===== src/rtl/dt_pkg.sv =====
// rtl/dt_pkg.sv - phase/neighbour types and arithmetic helpers for the dt_param distance-transform engine
package dt_pkg;

  typedef enum logic [2:0] {PH_IDLE, PH_LOAD, PH_FWD, PH_BWD, PH_DONE} dt_phase_e;
  typedef enum logic [2:0] {NB_NW, NB_N, NB_NE, NB_W, NB_E, NB_SW, NB_S, NB_SE} dt_nb_e;
  typedef logic [31:0] dt_word_t;

  localparam logic DT_MODE_CHESS = 1'b0;
  localparam logic DT_MODE_CITY  = 1'b1;
  localparam logic DT_DIR_FWD    = 1'b0;
  localparam logic DT_DIR_BWD    = 1'b1;

  function automatic dt_word_t sat_inc(input dt_word_t v, input dt_word_t maxv);
    return (v >= maxv) ? maxv : v + 32'd1;
  endfunction

  function automatic dt_word_t dt_min(input dt_word_t a, input dt_word_t b);
    return (a < b) ? a : b;
  endfunction

  // Slot k of a pass maps straight onto the enum: forward uses NW..W, backward E..SE.
  function automatic dt_nb_e nb_sel(input logic bwd, input logic [1:0] k);
    return dt_nb_e'({bwd, k});
  endfunction

  function automatic logic nb_up(input dt_nb_e n);
    return n inside {NB_NW, NB_N, NB_NE};
  endfunction

  function automatic logic nb_down(input dt_nb_e n);
    return n inside {NB_SW, NB_S, NB_SE};
  endfunction

  function automatic logic nb_left(input dt_nb_e n);
    return n inside {NB_NW, NB_W, NB_SW};
  endfunction

  function automatic logic nb_right(input dt_nb_e n);
    return n inside {NB_NE, NB_E, NB_SE};
  endfunction

  function automatic logic nb_diag(input dt_nb_e n);
    return n inside {NB_NW, NB_NE, NB_SW, NB_SE};
  endfunction

endpackage


===== src/rtl/dt_scan_pass.sv =====
// rtl/dt_scan_pass.sv - per-pixel neighbour read sequencer and min accumulator (city-block masking only with DT_MODE_SEL_EN)
module dt_scan_pass
  import dt_pkg::*;
#(
  parameter int IMG_W  = 128,
  parameter int IMG_H  = 128,
  parameter int DIST_W = 8,
  localparam int RA_W  = $clog2(IMG_W * IMG_H)
) (
  input  logic              clk,
  input  logic              reset,
  input  logic              dir,
`ifdef DT_MODE_SEL_EN
  input  logic              city,
`endif
  input  logic [RA_W-1:0]   pix,
  input  logic              start,
  input  logic [DIST_W-1:0] self_val,
  input  logic [DIST_W-1:0] res_di,
  output logic              nb_rd,
  output logic [RA_W-1:0]   nb_addr,
  output logic [DIST_W-1:0] result
);

  localparam int CW = $clog2(IMG_W);
  localparam int RW = $clog2(IMG_H);
  localparam dt_word_t MAXV = (dt_word_t'(1) << DIST_W) - dt_word_t'(1);
  localparam logic [RW-1:0] ROW_LAST = RW'(IMG_H - 1);
  localparam logic [CW-1:0] COL_LAST = CW'(IMG_W - 1);
  localparam logic [RW-1:0] ROW_ONE  = RW'(1);
  localparam logic [CW-1:0] COL_ONE  = CW'(1);

  logic [3:0]        rem_q;
  logic [3:0]        mask;
  logic [DIST_W-1:0] acc_q;
  logic [DIST_W-1:0] self_q;
  logic [DIST_W-1:0] cur_min;
  logic              pend_q;
  logic [1:0]        sel;
  logic [RW-1:0]     row, nrow;
  logic [CW-1:0]     col, ncol;
  dt_nb_e            n_k, n_sel;
  dt_word_t          min_w, inc_w;

  always_comb begin
    row  = pix[RA_W-1:CW];
    col  = pix[CW-1:0];
    mask = '0;
    n_k  = NB_NW;
    // Edge neighbours are dropped from the mask: they cost no cycle and count as MAXV.
    for (int k = 0; k < 4; k++) begin
      n_k = nb_sel(dir, 2'(k));
      mask[k] = !(nb_up(n_k) && row == '0) && !(nb_down(n_k) && row == ROW_LAST) &&
                !(nb_left(n_k) && col == '0) && !(nb_right(n_k) && col == COL_LAST);
`ifdef DT_MODE_SEL_EN
      if (city && nb_diag(n_k)) mask[k] = 1'b0;
`endif
    end

    sel = 2'd0;
    for (int k = 3; k >= 0; k--) begin
      if (rem_q[k]) sel = 2'(k);
    end
    nb_rd = |rem_q;
    n_sel = nb_sel(dir, sel);
    nrow  = row;
    ncol  = col;
    if (nb_up(n_sel))    nrow = row - ROW_ONE;
    if (nb_down(n_sel))  nrow = row + ROW_ONE;
    if (nb_left(n_sel))  ncol = col - COL_ONE;
    if (nb_right(n_sel)) ncol = col + COL_ONE;
    nb_addr = nb_rd ? {nrow, ncol} : '0;

    // Data of the read issued last cycle is folded in combinationally so the write needs no extra cycle.
    min_w   = pend_q ? dt_min(dt_word_t'(acc_q), dt_word_t'(res_di)) : dt_word_t'(acc_q);
    cur_min = DIST_W'(min_w);
    inc_w   = sat_inc(min_w, MAXV);
    result  = DIST_W'((dir == DT_DIR_BWD) ? dt_min(dt_word_t'(self_q), inc_w) : inc_w);
  end

  always_ff @(posedge clk or negedge reset) begin
    if (!reset) begin
      rem_q  <= '0;
      acc_q  <= '0;
      self_q <= '0;
      pend_q <= 1'b0;
    end else if (start) begin
      rem_q  <= mask;
      acc_q  <= DIST_W'(MAXV);
      self_q <= self_val;
      pend_q <= 1'b0;
    end else begin
      acc_q  <= cur_min;
      pend_q <= nb_rd;
      if (nb_rd) rem_q[sel] <= 1'b0;
    end
  end

endmodule


===== src/rtl/dt_param.sv =====
// rtl/dt_param.sv - two-pass distance-transform engine top: phase FSM, ROM load, RAM port mux; DT_MODE_SEL_EN adds the mode port
module dt_param
  import dt_pkg::*;
#(
  parameter int IMG_W  = 128,
  parameter int IMG_H  = 128,
  parameter int STI_W  = 16,
  parameter int DIST_W = 8,
  localparam int SA_W  = $clog2(IMG_W * IMG_H / STI_W),
  localparam int RA_W  = $clog2(IMG_W * IMG_H)
) (
  input  logic              clk,
  input  logic              reset,
  input  logic              start,
`ifdef DT_MODE_SEL_EN
  input  logic              mode,
`endif
  output logic              busy,
  output logic              done,
  output logic              sti_rd,
  output logic [SA_W-1:0]   sti_addr,
  input  logic [STI_W-1:0]  sti_di,
  output logic              res_rd,
  output logic              res_wr,
  output logic [RA_W-1:0]   res_addr,
  output logic [DIST_W-1:0] res_do,
  input  logic [DIST_W-1:0] res_di
);

  localparam int SB = $clog2(STI_W);
  localparam logic [RA_W-1:0] PIX_LAST = '1;
  localparam logic [RA_W-1:0] PIX_ONE  = RA_W'(1);

  typedef enum logic [1:0] {ST_A, ST_B, ST_C} dt_step_e;

  dt_phase_e         phase_q, phase_d;
  dt_step_e          step_q, step_d;
  logic [RA_W-1:0]   pix_q, pix_d;
  logic [STI_W-1:0]  shreg_q, shreg_d;
  logic              city_q, city_d;
  logic              sp_start, sp_rd, scan_dir;
  logic [RA_W-1:0]   sp_addr;
  logic [DIST_W-1:0] sp_result;
  logic              advance, pass_end;

  assign scan_dir = (phase_q == PH_BWD) ? DT_DIR_BWD : DT_DIR_FWD;

  dt_scan_pass #(
    .IMG_W  (IMG_W),
    .IMG_H  (IMG_H),
    .DIST_W (DIST_W)
  ) u_scan (
    .clk      (clk),
    .reset    (reset),
    .dir      (scan_dir),
`ifdef DT_MODE_SEL_EN
    .city     (city_q),
`endif
    .pix      (pix_q),
    .start    (sp_start),
    .self_val (res_di),
    .res_di   (res_di),
    .nb_rd    (sp_rd),
    .nb_addr  (sp_addr),
    .result   (sp_result)
  );

  always_comb begin
    phase_d  = phase_q;
    step_d   = step_q;
    pix_d    = pix_q;
    shreg_d  = shreg_q;
    city_d   = city_q;
    busy     = phase_q inside {PH_LOAD, PH_FWD, PH_BWD};
    done     = (phase_q == PH_DONE);
    sti_rd   = 1'b0;
    sti_addr = '0;
    res_rd   = 1'b0;
    res_wr   = 1'b0;
    res_addr = '0;
    res_do   = '0;
    sp_start = 1'b0;
    advance  = 1'b0;
    pass_end = (phase_q == PH_BWD) ? (pix_q == '0) : (pix_q == PIX_LAST);

    case (phase_q)
      PH_IDLE, PH_DONE: begin
        if (start) begin
          phase_d = PH_LOAD;
          step_d  = ST_A;
          pix_d   = '0;
`ifdef DT_MODE_SEL_EN
          city_d  = mode;
`else
          city_d  = DT_MODE_CHESS;
`endif
        end
      end
      PH_LOAD: begin
        case (step_q)
          ST_A: begin
            sti_rd   = 1'b1;
            sti_addr = pix_q[RA_W-1:SB];
            step_d   = ST_B;
          end
          ST_B: begin
            shreg_d = sti_di;
            step_d  = ST_C;
          end
          default: begin
            res_wr   = 1'b1;
            res_addr = pix_q;
            res_do   = DIST_W'(shreg_q[STI_W-1]);
            shreg_d  = shreg_q << 1;
            pix_d    = pix_q + PIX_ONE;
            if (pix_q[SB-1:0] == '1) begin
              step_d = ST_A;
              if (pix_q == PIX_LAST) begin
                phase_d = PH_FWD;
                pix_d   = '0;
              end
            end
          end
        endcase
      end
      PH_FWD, PH_BWD: begin
        case (step_q)
          ST_A: begin
            res_rd   = 1'b1;
            res_addr = pix_q;
            step_d   = ST_B;
          end
          ST_B: begin
            if (res_di == '0) begin
              advance = 1'b1;
            end else begin
              sp_start = 1'b1;
              step_d   = ST_C;
            end
          end
          default: begin
            if (sp_rd) begin
              res_rd   = 1'b1;
              res_addr = sp_addr;
            end else begin
              res_wr   = 1'b1;
              res_addr = pix_q;
              res_do   = sp_result;
              advance  = 1'b1;
            end
          end
        endcase
      end
      default: phase_d = PH_IDLE;
    endcase

    if (advance) begin
      step_d = ST_A;
      if (phase_q == PH_FWD) begin
        if (pass_end) phase_d = PH_BWD;
        else          pix_d   = pix_q + PIX_ONE;
      end else begin
        if (pass_end) phase_d = PH_DONE;
        else          pix_d   = pix_q - PIX_ONE;
      end
    end
  end

  always_ff @(posedge clk or negedge reset) begin
    if (!reset) begin
      phase_q <= PH_IDLE;
      step_q  <= ST_A;
      pix_q   <= '0;
      shreg_q <= '0;
      city_q  <= DT_MODE_CHESS;
    end else begin
      phase_q <= phase_d;
      step_q  <= step_d;
      pix_q   <= pix_d;
      shreg_q <= shreg_d;
      city_q  <= city_d;
    end
  end

endmodule


===== config.mk =====
export PLATFORM = sky130hd
export DESIGN_NAME = dt_param
export DESIGN_NICKNAME = d
export VERILOG_FILES = /design/src/rtl/dt_pkg.sv /design/src/rtl/dt_scan_pass.sv /design/src/rtl/dt_param.sv
export SDC_FILE = /design/constraint.sdc
export NUM_CORES = 1
export LEC_CHECK = 0
export ABC_AREA = 1
export BUFFER_PORTS_ARGS = -buffer_cell sky130_fd_sc_hd__buf_2
export CAP_MARGIN = 20
export CORE_UTILIZATION = 55
export CTS_CLUSTER_SIZE = 24
export DETAILED_ROUTE_END_ITERATION = 10
export PLACE_DENSITY = 0.77
export SYNTH_ARGS = -nofsm -noshare
export SYNTH_HDL_FRONTEND = slang
export SYNTH_SLANG_ARGS = --single-unit
export TNS_END_PERCENT = 10

===== constraint.sdc =====
create_clock -name clk -period 3.8 [get_ports clk]
set_input_delay 0.19 -clock clk [delete_from_list [all_inputs] [get_ports clk]]
set_output_delay 0.19 -clock clk [all_outputs]
set_load 0.02 [all_outputs]

# Word-level counts from Yosys, hierarchy flattened
# Index checks and enable logic that the tools add are counted.
# W data, S select, Z words.
dict set report word_totals {
  regBits 56
  inputBits 27
  output_inout_bits 37
  wordCells 156
}
dict set report classes {
  n_addsub 7
  n_lt_le_gt_ge 5
  n_eq_ne 20
  mux 72
  n_bitwise 4
  n_reduce_logical 40
}
# op count
set ops {}
lappend ops {{$mux W14} 10}
lappend ops {{$pmux W14 S2} 3}
lappend ops {{$mux W8} 7}
lappend ops {{$pmux W16 S2} 1}
lappend ops {{$mux W7} 4}
lappend ops {{$mux W3} 8}
lappend ops {{$mux W10} 2}
lappend ops {{$mux W1} 17}
lappend ops {{$mux W2} 8}
lappend ops {{$pmux W8 S2} 1}
lappend ops {{$eq A3 B3 Y1 const B} 5}
lappend ops {{$reduce_bool A3 Y1} 5}
lappend ops {{$add A14 B1 Y14 const B} 1}
lappend ops {{$add A7 B1 Y7 const B} 2}
lappend ops {{$eq A14 B14 Y1 const B} 1}
lappend ops {{$eq A7 B7 Y1 const B} 2}
lappend ops {{$logic_and A1 B1 Y1} 14}
lappend ops {{$logic_not A14 Y1} 1}
lappend ops {{$logic_not A7 Y1} 2}
lappend ops {{$sub A14 B1 Y14 const B} 1}
lappend ops {{$sub A7 B1 Y7 const B} 2}
lappend ops {{$eq A3 B2 Y1 const B} 4}
lappend ops {{$add A8 B1 Y9 const B} 1}
lappend ops {{$lt A8 B9 Y1} 1}
lappend ops {{other kinds (30)} 45}

# Depth between registers and ports, before layout
# Gate-level depths: netlist (run 1).
dict set report logic_depth {
  ltp_word 12
  ltp_mapped 26
  ltp_nobuf 25
}

# By module
# From an unflattened synthesis (run 1), not the netlist that was laid out.
dict set report hier_totals {
  hier_cells 826
  hier_area_um2 5257.5
}
# module n_inst cells_each area_each_um2 seq_area_each_um2
set by_module_without_submodules {}
lappend by_module_without_submodules {dt_param 1 488 3105.5 875.8}
lappend by_module_without_submodules {dt_scan_pass 1 338 2152.1 525.5}

# Worst setup path after synthesis (run 1)
# No wires, ideal clock.
dict set report synth_path {
  path_type {register to output}
  start {register u_scan.acc_q[5]}
  end {output port res_do[1]}
  arrival_ns 3.325
  t_required_ns 3.610
  path_slack_ns 0.285
  path_stages_with_launch 22
  n_path_buf 1
  cell_sequence {dfrtp_1 ha_1 a21oi_1 o21a_1 nand2_4 nand2_4 nand2_2 nand2_2 nand2_4 nor2_8 nand2_1 xor2_1 nand2_1 inv_1 ha_1 a21o_1 a2111oi_4 nand2_2 buf_6 nand2_1 nand2_1 nor2_1}
}
dict set report synth_between {
  elab_chain_len 11
  word_cells_on_any_way 12
  classes_between {1 x add/sub; 3 x order compare; 8 x mux}
}
# item line
set synth_lines {}
lappend synth_lines {{start, declared} dt_scan_pass.sv:35} ;# logic [DIST_W-1:0] acc_q;
lappend synth_lines {{start signal, assigned} dt_scan_pass.sv:89} ;# acc_q <= DIST_W'(MAXV);
lappend synth_lines {{start signal, assigned} dt_scan_pass.sv:93} ;# acc_q <= cur_min;
lappend synth_lines {{$lt A8 B8 Y1} dt_pkg.sv:18} ;# return (a < b) ? a : b;
lappend synth_lines {{$mux W8} dt_pkg.sv:18}
lappend synth_lines {{$mux W8 *} dt_scan_pass.sv:75} ;# min_w = pend_q ? dt_min(dt_word_t'(acc_q), dt_word_t'(res_di)) : dt_word_t'(acc_q);
lappend synth_lines {{$add A8 B1 Y9 / $ge A8 B8 Y1 (equally long branches)} dt_pkg.sv:14} ;# return (v >= maxv) ? maxv : v + 32'd1;
lappend synth_lines {{$mux W9 *} dt_pkg.sv:14}
lappend synth_lines {{$lt A8 B9 Y1} dt_pkg.sv:18}
lappend synth_lines {{$mux W8} dt_pkg.sv:18}
lappend synth_lines {{$mux W8 *} dt_scan_pass.sv:78} ;# result = DIST_W'((dir == DT_DIR_BWD) ? dt_min(dt_word_t'(self_q), inc_w) : inc_w);
lappend synth_lines {{$mux W8 *} dt_param.sv:142} ;# if (sp_rd) begin
lappend synth_lines {{$mux W8 *} dt_param.sv:127} ;# case (step_q)
lappend synth_lines {{$pmux W8 S2 *} dt_param.sv:86} ;# case (phase_q)
lappend synth_lines {{end, declared} dt_param.sv:26} ;# output logic [DIST_W-1:0] res_do,
# Mark *: on every way between the ends. The rest lies on a longest branch, timed or not.

# Worst setup path after layout (run 1)
dict set report layout_path {
  start {register u_scan.acc_q[6]}
  end {output port res_do[3]}
}
# Same word-level chain as after synthesis.

==> results of run 1 <==
per-stage QoR:
stage,hold WS (ns),total power [W]
6_report,0.112,0.00311
3_5_place_dp,0.0744,0.00263
5_1_grt,0.128,0.00336
2_1_floorplan,-0.106,0.00221
3_3_place_gp,0.0718,0.00259
4_1_cts,0.115,0.00302
Yosys cell counts (all sizes together) (4+ instances only):
master,n
xor2,21
dfrtp,56
a21oi,39
nand3,28
o31ai,6
nand2,165
o21ai,69
clkbuf,12
ha,18
o21a,5
o211ai,26
o21bai,5
nor2,71
inv,95
o22ai,6
nor4,4
nand4,7
nor3,18
buf,8
cell families after synthesis:
group	after synthesis
AND/OR/NAND/NOR	296
adder cells (fa/ha/maj)	18
multiplexers	1
XOR/XNOR	22
AO/OA/AOI/OAI	169
flip-flops	56
buffers and inverters	118
area by class of cell:
| class | count | area, sq um | share of cell area |
|---|---|---|---|
| sequential | 56 | 1400 | 0.250 |
| inverter | 98 | 373 | 0.0666 |
| clock buffer | 5 | 68.8 | 0.0123 |
| timing repair buffer | 89 | 546 | 0.0975 |
| tap | 105 | 131 | 0.0235 |
| multi-input combinational | 507 | 3050 | 0.545 |
| clock inverter | 3 | 28.8 | 0.00514 |
metal layers:
metal / part of all wire / up-vias
li1: - / 2416
met1: 0.44 / 2394
met2: 0.44 / 259
met3: 0.090 / 46
met4: 0.031 / 0
met5: 0 / -
flip-flops by register name, summed over array words and instances (netlist names):
signal,cells
shreg_q,16
pix_q,14
u_scan.acc_q,8
u_scan.self_q,8
u_scan.rem_q,4
phase_q,3
step_q,2
u_scan.pend_q,1
worst paths after layout:
check | startpoint | end | slack, ns
max | u_scan.acc_q[6] | res_do[3] | -0.22
min | sti_di[0] | shreg_q[0] | 0.11
max reg2reg | pix_q[0] | pix_q[10] | 1.07
min reg2reg | shreg_q[15] | shreg_q[15] | 0.52
max in group asynchronous | reset | pix_q[12] | 2.66
min in group asynchronous | reset | u_scan.self_q[3] | 0.24
repair_timing:
item	CTS	global route
pin swaps	19	26
endpoints found under the hold margin	9	0
setup buffers	11	6
setup endpoints to repair	8	8
gates cloned	1	0
gates resized for setup	28	38
hold buffers	1	0
worst reg2reg max path, cell delays in order, from the launching register on:
cell and delay (ns):
dfrtp_1 0.47, inv_2 0.14, ha_1 0.21, nand2_2 0.10, nor3_4 0.15, nand2_1 0.18
nor2_4 0.19, nand2_2 0.09, o31ai_2 0.26, o21ai_2 0.14, nand2_4 0.16, inv_2 0.19
nand2_1 0.11, o21ai_1 0.07, o21ai_1 0.10, o21ai_1 0.08
where the power goes:
group / total [W] / internal [W] / switching (W)
combinational: 0.00181 / 0.000610 / 0.00120
clock: 0.000383 / 0.000140 / 0.000243
sequential: 0.000921 / 0.000759 / 0.000162
placed cells by master, fill, tap and decap left out, types with 7 or more instances in the layout:
| cell | synthesis | routed |
|---|---|---|
| nand2_1 | 148 | 132 |
| ha_1 | 18 | 10 |
| buf_2 | 3 | 56 |
| inv_1 | 78 | 71 |
| inv_2 | 17 | 22 |
| a21oi_1 | 39 | 32 |
| nand3_1 | 28 | 23 |
| nand2_2 | 11 | 20 |
| o211ai_1 | 26 | 26 |
| o21ai_1 | 20 | 21 |
| nor2_1 | 65 | 65 |
| xor2_1 | 21 | 21 |
| o21ai_0 | 48 | 47 |
| ha_4 | 0 | 7 |
| buf_4 | 1 | 29 |
| dfrtp_1 | 56 | 56 |
| nor3_1 | 14 | 14 |
| nand4_1 | 7 | 7 |
| nand2_4 | 6 | 13 |
==> flow_summary.json, run 1 <==
{
  "drt-initial-drc-count": 517,
  "crit_cells": 23,
  "pre_cts_ws_ns": 0.0980,
  "ys.flop_type": "dfrtp_1",
  "grtUsageMet2": 0.516,
  "required_ns": 3.61,
  "grt_pass1_wl_mm": 22.1,
  "synthMuxAreaShare": 0.00214,
  "synth-xor-area-share": 0.0412,
  "tightest_slew_ns": 0.758,
  "ys_ff_latch": 56,
  "grt-ovfl-total": 0,
  "finalCritPeriodShare": 1.06,
  "synth_compound_area_frac": 0.221,
  "use_met1": 0.435,
  "worstPathArrival_ns": 3.83,
  "vias": 5115,
  "finalWirelength_mm": 14.2,
  "p_leak_nw": 2.69,
  "critPathBufInv": 4,
  "initial_utilization": 0.569,
  "peakVddDrop_mv": 0.373,
  "rsz0062_at_grt": "true",
  "path_clk_slew_ns": 0.12,
  "synth_top_family_by_area": "simple AND/OR/NAND/NOR gates",
  "cp-end-kind": "output pin",
  "synth_fa_ha_area_frac": 0.0482,
  "clock_latency_ns": 0.33,
  "hold_class": "in -> reg",
  "synth_fp_nets": 725,
  "via_per_inst": 5.93,
  "hold_path_depth": 3,
  "grt_use_total": 0.318,
  "cts_root_buf": "clkbuf_8",
  "grt_pass1_vias": 4585,
  "synth_top_area_frac": 0.300,
  "utilization": 0.681,
  "netlist_area_sq_um": 4670,
  "crit_path_max_fanout": 6,
  "clock_path_buffers": 2,
  "drive_gt1_frac": 0.248,
  "drc_errors": 0,
  "violations": "negative setup slack",
  "drtAntennaViolNets": 0,
  "hold_violations": 0,
  "ys_async_sr_fraction": 1.00,
  "num_rows": 33,
  "grt_max_degree": 48,
  "cts_sinks": 56,
  "cp_slowest_cell": "dfrtp_1",
  "critical_path.max_stage_delay_ns": 0.43,
  "cts_tree": "done",
  "wl_per_cell_microns": 16.5,
  "netlist.top_cell.by_area": "dfrtp_1",
  "placed_area_sq_um": 5070,
  "place.port_buffers": 63,
  "startpoint_type": "flop",
  "period_needed_ns": 4.02,
  "die_area_sq_um": 8870,
  "diodes": 0,
  "crit_type": "reg -> out",
  "final_cell_count_no_fill": 863,
  "power_density_nw_per_um2": 556,
  "grt_use_met3": 0.0477,
  "avgSynthCellArea_sq_um": 6.87,
  "dpl.cell_count": 835,
  "ys_seq_area_frac": 0.300,
  "critPathTopFamily": "simple AND/OR/NAND/NOR gates",
  "setup_viol": 8,
  "synth_edf_count": 0,
  "area_growth_pct": 19.8,
  "core_area_sq_um": 8220,
  "synthSimpleGateAreaFrac": 0.286,
  "slew_violations": 0,
  "htree_levels": 2,
  "grt-busiest-layer": "met2",
  "io_pins": 64,
  "fin_ws_ns": -0.224,
  "num-fill-cells": 701,
  "num-nets-final": 802,
  "gp_congestion": 0.974,
  "synthTopCellsByArea": "dfrtp_1, nand2_1, inv_1",
  "maxSlewHeadroom": 0.482,
  "chipHeight_microns": 94.2,
  "path_cells": "ha_1 -> nand2_1 -> nor2_1 -> nand2_2 -> nand2_4 -> buf_6 -> nand3_1 -> nand2_1 -> nand2_2 -> nor2_4 -> nand2_4 -> inv_4 -> a21oi_2 -> ha_2 -> a21oi_2 -> nand3b_1 -> a21oi_2 -> a2111oi_4 -> buf_4 -> nand2_4 -> o21bai_1 -> nor2_1 -> buf_4",
  "synthCells": 680,
  "synth_cell_types": 47,
  "dp_hpwl_mm": 9.89,
  "antenna_found_initial": 0,
  "clock_skew_ns": 0.00699,
  "outcome": "finished, violations left",
  "cts_inserted_buffers": 5,
  "max_freq_ghz": 0.248,
  "firstDrtPassIters": 6,
  "r2r_cells": 15,
  "design_area_sq_um": 5600,
  "die_w_microns": 94.2,
  "timing.max_cap.violations": 0,
  "fin_tns_setup_ns": -1.50,
  "yosysWarningCount": 0
}
Note: power is estimated with default switching activity, not from simulation.
==> run 2, diff against run 1 <==
--- a/config.mk
+++ b/config.mk
@@ -7,11 +7,9 @@
 export LEC_CHECK = 0
 export ABC_AREA = 1
 export BUFFER_PORTS_ARGS = -buffer_cell sky130_fd_sc_hd__buf_2
-export CAP_MARGIN = 20
-export CORE_UTILIZATION = 55
+export CORE_UTILIZATION = 35
 export CTS_CLUSTER_SIZE = 24
 export DETAILED_ROUTE_END_ITERATION = 10
-export PLACE_DENSITY = 0.77
 export SYNTH_ARGS = -nofsm -noshare
 export SYNTH_HDL_FRONTEND = slang
 export SYNTH_SLANG_ARGS = --single-unit
==> run 2 against run 1 <==
  * Via count decreased by 1.0%
  * Worst setup slack improved by 0.070 ns
  * Final area increased by 3.0%
  * Flip-flop and latch count unchanged
  * Highest routed layer unchanged
  * The run ends with negative hold slack, negative setup slack left
  * Clock skew decreased by 0.0013 ns
  * Die area increased by 56%
  * Largest power group unchanged
==> flow_summary.json, run 2 (synthesis results as in run 1) <==
{
  "largestRegisters": "shreg_q (16), pix_q (14)",
  "grt_max_degree": 35,
  "power_density_nw_per_um2": 556,
  "fin_ws_ns": -0.154,
  "grt_use_total": 0.214,
  "num-nets-final": 799,
  "area_growth_pct": 23.3,
  "maxSlewHeadroom": 0.261,
  "hold_ws_ns": -0.0326,
  "crit_top_cell": "buf_4",
  "wl_per_cell_microns": 16.2,
  "grt_pass1_wl_mm": 24.0,
  "firstDrtPassIters": 5,
  "cts_hold_buf": 0,
  "grt-ovfl-total": 0,
  "cts_root_buf": "clkbuf_16",
  "tightest_slew_ns": 1.11,
  "finalWirelength_mm": 15.0,
  "chipHeight_microns": 118,
  "violations": "negative hold slack, negative setup slack",
  "crit_path_max_fanout": 6,
  "hold_violations": 33,
  "timing.max_cap.violations": 0,
  "rsz0062_at_grt": "true",
  "die_area_sq_um": 13800,
  "period_needed_ns": 3.95,
  "p_leak_nw": 2.71,
  "cp-end-kind": "output pin",
  "largest_reg_flops": 16,
  "htree_levels": 2,
  "diodes": 0,
  "critical_path.max_stage_delay_ns": 0.42,
  "gp_congestion": 0.967,
  "drtAntennaViolNets": 0,
  "outcome": "finished, violations left",
  "critPathBufInv": 6,
  "cts_tree": "done",
  "place.port_buffers": 63,
  "final_common_cell": "nand2_1",
  "final_cell_mix": "nand2_1, inv_1, nor2_1",
  "finalCritPeriodShare": 1.04,
  "cts_inserted_buffers": 5,
  "cts_sinks": 56,
  "path_cells": "ha_4 -> nand2_2 -> o21a_4 -> buf_4 -> nand2_4 -> nand3_2 -> nand2_2 -> buf_4 -> inv_1 -> nand2_1 -> nand2_2 -> nand2_4 -> inv_4 -> ha_4 -> a21oi_2 -> nand3b_1 -> a21oi_2 -> a2111oi_4 -> buf_4 -> nand2_4 -> o21bai_1 -> nor2_1 -> buf_4",
  "drive_gt1_frac": 0.253,
  "initial_utilization": 0.364,
  "vias": 5062,
  "path_clk_slew_ns": 0.08,
  "worstPathArrival_ns": 3.76,
  "largest_register": "shreg_q",
  "crit_type": "reg -> out",
  "max_freq_ghz": 0.253,
  "clock_path_buffers": 2,
  "setup_viol": 8,
  "pre_cts_ws_ns": 0.0965,
  "required_ns": 3.61,
  "io_pins": 64,
  "antenna_found_initial": 0,
  "slew_violations": 0,
  "drc_errors": 0,
  "clock_skew_ns": 0.00573,
  "utilization": 0.449,
  "die_w_microns": 118,
  "critPathTopFamily": "compound AO/OA/AOI/OAI gates",
  "peakVddDrop_mv": 0.263,
  "hold_class": "in -> async",
  "core_area_sq_um": 12800,
  "grt_pass1_vias": 4901,
  "clock_latency_ns": 0.30,
  "num_rows": 41,
  "startpoint_type": "flop",
  "dp_hpwl_mm": 10.6,
  "via_per_inst": 5.46,
  "cp_slowest_cell": "dfrtp_1",
  "drt-initial-drc-count": 389
}
-- run 2: cell count changes in the layout (fill, tap and decap cells not counted), sizes merged --
cell and change:
clkinvlp +1, nand2 +1, dlygate4sd3 -1, buf -3
clkinv +1, inv -2
-- run 2: worst register-to-register path: stages, from the launching register on --
cell     delay [ns]
dfrtp_1        0.46
ha_1           0.24
nand3_1        0.23
nor3_2         0.35
nand4_1        0.22
nor2_1         0.35
o21ai_2        0.12
nand2_4        0.14
inv_2          0.19
nand2_1        0.11
o21ai_1        0.06
o21ai_1        0.09
o21ai_1        0.08
-- run 2: final cells by class --
class	instances	area, sq um
inverter	98	373
multi-input combinational	508	3130
clock inverter	3	21.3
timing repair buffer	85	502
tap	172	215
fill	1335	7060
sequential	56	1400
clock buffer	5	125
-- run 2: metrics by stage --
stage	cell area (sq um)	setup TNS (ns)	cells	power, W	hold WS (ns)
finish	5760	-0.940	927	0.00320	-0.0326
global route	5760	-2.36	927	0.00348	0.0293
CTS	5430	-0.0301	916	0.00316	0.00375
detailed placement	5150	0	902	0.00265	0.329
global placement	5150	0	902	0.00263	0.321
floorplan	4670	0	680	0.00221	-0.106
-- run 2: worst paths after layout --
kind                       slack (ns)             from  depth (start not counted)          endpoint
max in group asynchronous        2.96            reset                          2  u_scan.self_q[2]
min reg2reg                      0.52      shreg_q[15]                          1       shreg_q[15]
max reg2reg                      1.04         pix_q[0]                         12         pix_q[10]
min                             -0.03            reset                          1   u_scan.acc_q[5]
min in group clk                 0.15        sti_di[0]                          3        shreg_q[0]
max                             -0.15  u_scan.acc_q[6]                         23         res_do[6]
-- run 2: power by group --
part           switching [W]  total, W  internal (W)  leakage, nW
registers           0.000164  0.000924      0.000760        0.682
logic                0.00119   0.00179      0.000601         1.96
clock network       0.000242  0.000489      0.000247       0.0702
-- run 2: what timing repair did --
item	4_1_cts	5_1_grt
pin swaps	9	32
gates resized for setup	22	53
setup endpoints to repair	8	8
buffers inserted	4	11
gates cloned	2	0
-- run 2: routing by layer --
metal / routed length (microns) / up-vias / track usage / share of wire
met3: 835 / 31 / 0.0359 / 0.056
li1: - / 2417 / - / -
met4: 391 / 0 / 0.0857 / 0.026
met2: 7200 / 185 / 0.363 / 0.48
met5: 0 / - / 0 / 0
met1: 6610 / 2429 / 0.269 / 0.44
==> run 3, diff against run 2 <==
--- a/config.mk
+++ b/config.mk
@@ -10,6 +10,7 @@
 export CORE_UTILIZATION = 35
 export CTS_CLUSTER_SIZE = 24
 export DETAILED_ROUTE_END_ITERATION = 10
+export SETUP_SLACK_MARGIN = 0.2
 export SYNTH_ARGS = -nofsm -noshare
 export SYNTH_HDL_FRONTEND = slang
 export SYNTH_SLANG_ARGS = --single-unit
==> run 3 against run 2 <==
  * The run still ends with negative hold slack, negative setup slack left
  * Global-route usage hardly changed
  * Critical path depth grew 2
  * Count of clock-buffer cells in the layout did not move
  * Worst hold slack better by 0.0033 ns
  * Wire length shrank 1.6%
  * Non-clock buffer count is 6 lower
  * Via count down 1.0%
  * Critical path type unchanged
==> flow_summary.json, run 3 (synthesis results as in run 1) <==
{
  "power.internal_w": 0.00161,
  "p_comb_frac": 0.559,
  "diodes": 0,
  "fin_ws_ns": -0.135,
  "rsz0062_at_grt": "true",
  "utilization": 0.444,
  "wl_per_cell_microns": 16.1,
  "via_per_inst": 5.44,
  "cts_tree": "done",
  "gp_congestion": 0.967,
  "final_common_cell": "nand2_1",
  "final_cell_mix": "nand2_1, inv_1, nor2_1",
  "die_area_sq_um": 13800,
  "maxSlewHeadroom": 0.261,
  "startpoint_type": "flop",
  "power_frac_seq": 0.289,
  "slew_violations": 0,
  "cp-end-kind": "output pin",
  "htree_levels": 2,
  "max_freq_ghz": 0.254,
  "largest_reg_flops": 16,
  "crit_path_max_fanout": 8,
  "peakVddDrop_mv": 0.262,
  "cts_hold_buf": 0,
  "worstPathArrival_ns": 3.75,
  "critPathLaunch": "u_scan.acc_q[2]",
  "chipHeight_microns": 118,
  "cts_root_buf": "clkbuf_16",
  "tightest_slew_ns": 1.11,
  "largest_register": "shreg_q",
  "cts_inserted_buffers": 5,
  "place.port_buffers": 63,
  "timing.max_cap.violations": 0,
  "hold_violations": 33,
  "period_needed_ns": 3.94,
  "power_density_nw_per_um2": 562,
  "final_cell_count_no_fill": 921,
  "finalPower_w": 0.00319,
  "grt-ovfl-total": 0,
  "setup_viol": 8,
  "grt_pass1_vias": 4907,
  "drive_gt1_frac": 0.244,
  "crit_top_cell": "nand2_2",
  "critPathBufInv": 4,
  "area_growth_pct": 21.7,
  "clock_power_share": 0.152,
  "die_w_microns": 118,
  "design_area_sq_um": 5690,
  "finalWirelength_mm": 14.8,
  "required_ns": 3.61,
  "clock_skew_ns": 0.00697,
  "critPathTopFamily": "simple AND/OR/NAND/NOR gates",
  "hold_class": "in -> async",
  "p_leak_nw": 2.68,
  "outcome": "finished, violations left",
  "grt_pass1_wl_mm": 24.0,
  "finalCritPeriodShare": 1.04,
  "path_clk_slew_ns": 0.07,
  "firstDrtPassIters": 7,
  "largestRegisters": "shreg_q (16), pix_q (14)",
  "grt_use_total": 0.214,
  "drtAntennaViolNets": 0,
  "drt-initial-drc-count": 419,
  "drc_errors": 0,
  "hold_ws_ns": -0.0293,
  "critical_path.max_stage_delay_ns": 0.44,
  "regToRegStartpoint": "pix_q[0]",
  "num_rows": 41,
  "vias": 5009,
  "initial_utilization": 0.364,
  "clock_path_buffers": 2,
  "num-fill-cells": 1347,
  "crit_type": "reg -> out",
  "antenna_found_initial": 0,
  "cts_sinks": 56,
  "clock_latency_ns": 0.30,
  "violations": "negative hold slack, negative setup slack",
  "p_switching_w": 0.00159,
  "switching_share": 0.497,
  "num-nets-final": 793,
  "core_area_sq_um": 12800,
  "cp_slowest_cell": "a2111oi_4",
  "io_pins": 64,
  "dpl.cell_count": 902,
  "dp_hpwl_mm": 10.6,
  "placed_area_sq_um": 5150,
  "grt_max_degree": 35
}
[run 3: power groups by stage]
stage | clock (W) | combinational (W) | sequential, W
CTS | 0.000498 | 0.00174 | 0.000920
detailed placement | 0 | 0.00172 | 0.000932
floorplan | 0 | 0.00133 | 0.000875
global placement | 0 | 0.00170 | 0.000928
global route | 0.000519 | 0.00201 | 0.000947
finish | 0.000485 | 0.00179 | 0.000924
[run 3: layer usage]
| metal | track usage | vias up | wire (microns) | share of wire |
|---|---|---|---|---|
| li1 | - | 2396 | - | - |
| met1 | 0.270 | 2381 | 6490 | 0.44 |
| met2 | 0.364 | 203 | 7040 | 0.48 |
| met3 | 0.0349 | 29 | 887 | 0.060 |
| met4 | 0.0857 | 0 | 366 | 0.025 |
| met5 | 0 | - | 0 | 0 |
[run 3: layout make-up]
cell class	count	area (sq um)	area share
Multi-Input combinational cell	508	3090	0.542
Sequential cell	56	1400	0.246
Timing Repair Buffer	79	470	0.0827
Inverter	98	370	0.0651
Tap cell	172	215	0.0378
Clock buffer	5	125	0.0220
Clock inverter	3	21.3	0.00374
[run 3: worst paths after layout]
kind	end	slack, ns	cells after the start
setup / recovery	res_do[4]	-0.14	25
hold / removal	u_scan.acc_q[5]	-0.03	1
setup reg to reg	pix_q[10]	1.05	12
hold reg to reg	shreg_q[15]	0.52	1
max in group asynchronous	u_scan.self_q[2]	2.96	2
min in group clk	shreg_q[0]	0.15	3
[run 3: per-stage QoR]
| stage | hold slack [ns] | setup slack [ns] | TNS, ns |
|---|---|---|---|
| floorplan | -0.106 | 0.285 | 0 |
| global placement | 0.321 | 0.234 | 0 |
| detailed placement | 0.329 | 0.0965 | 0 |
| CTS | 0.00375 | -0.0168 | -0.0261 |
| global route | 0.0293 | -0.305 | -2.23 |
| finish | -0.0293 | -0.135 | -0.837 |
[run 3: timing repair]
action | CTS | global route
cloned | 2 | 0
buffers inserted | 4 | 5
pin swaps | 15 | 29
resized for setup | 25 | 48
endpoints found under the setup margin | 8 | 8
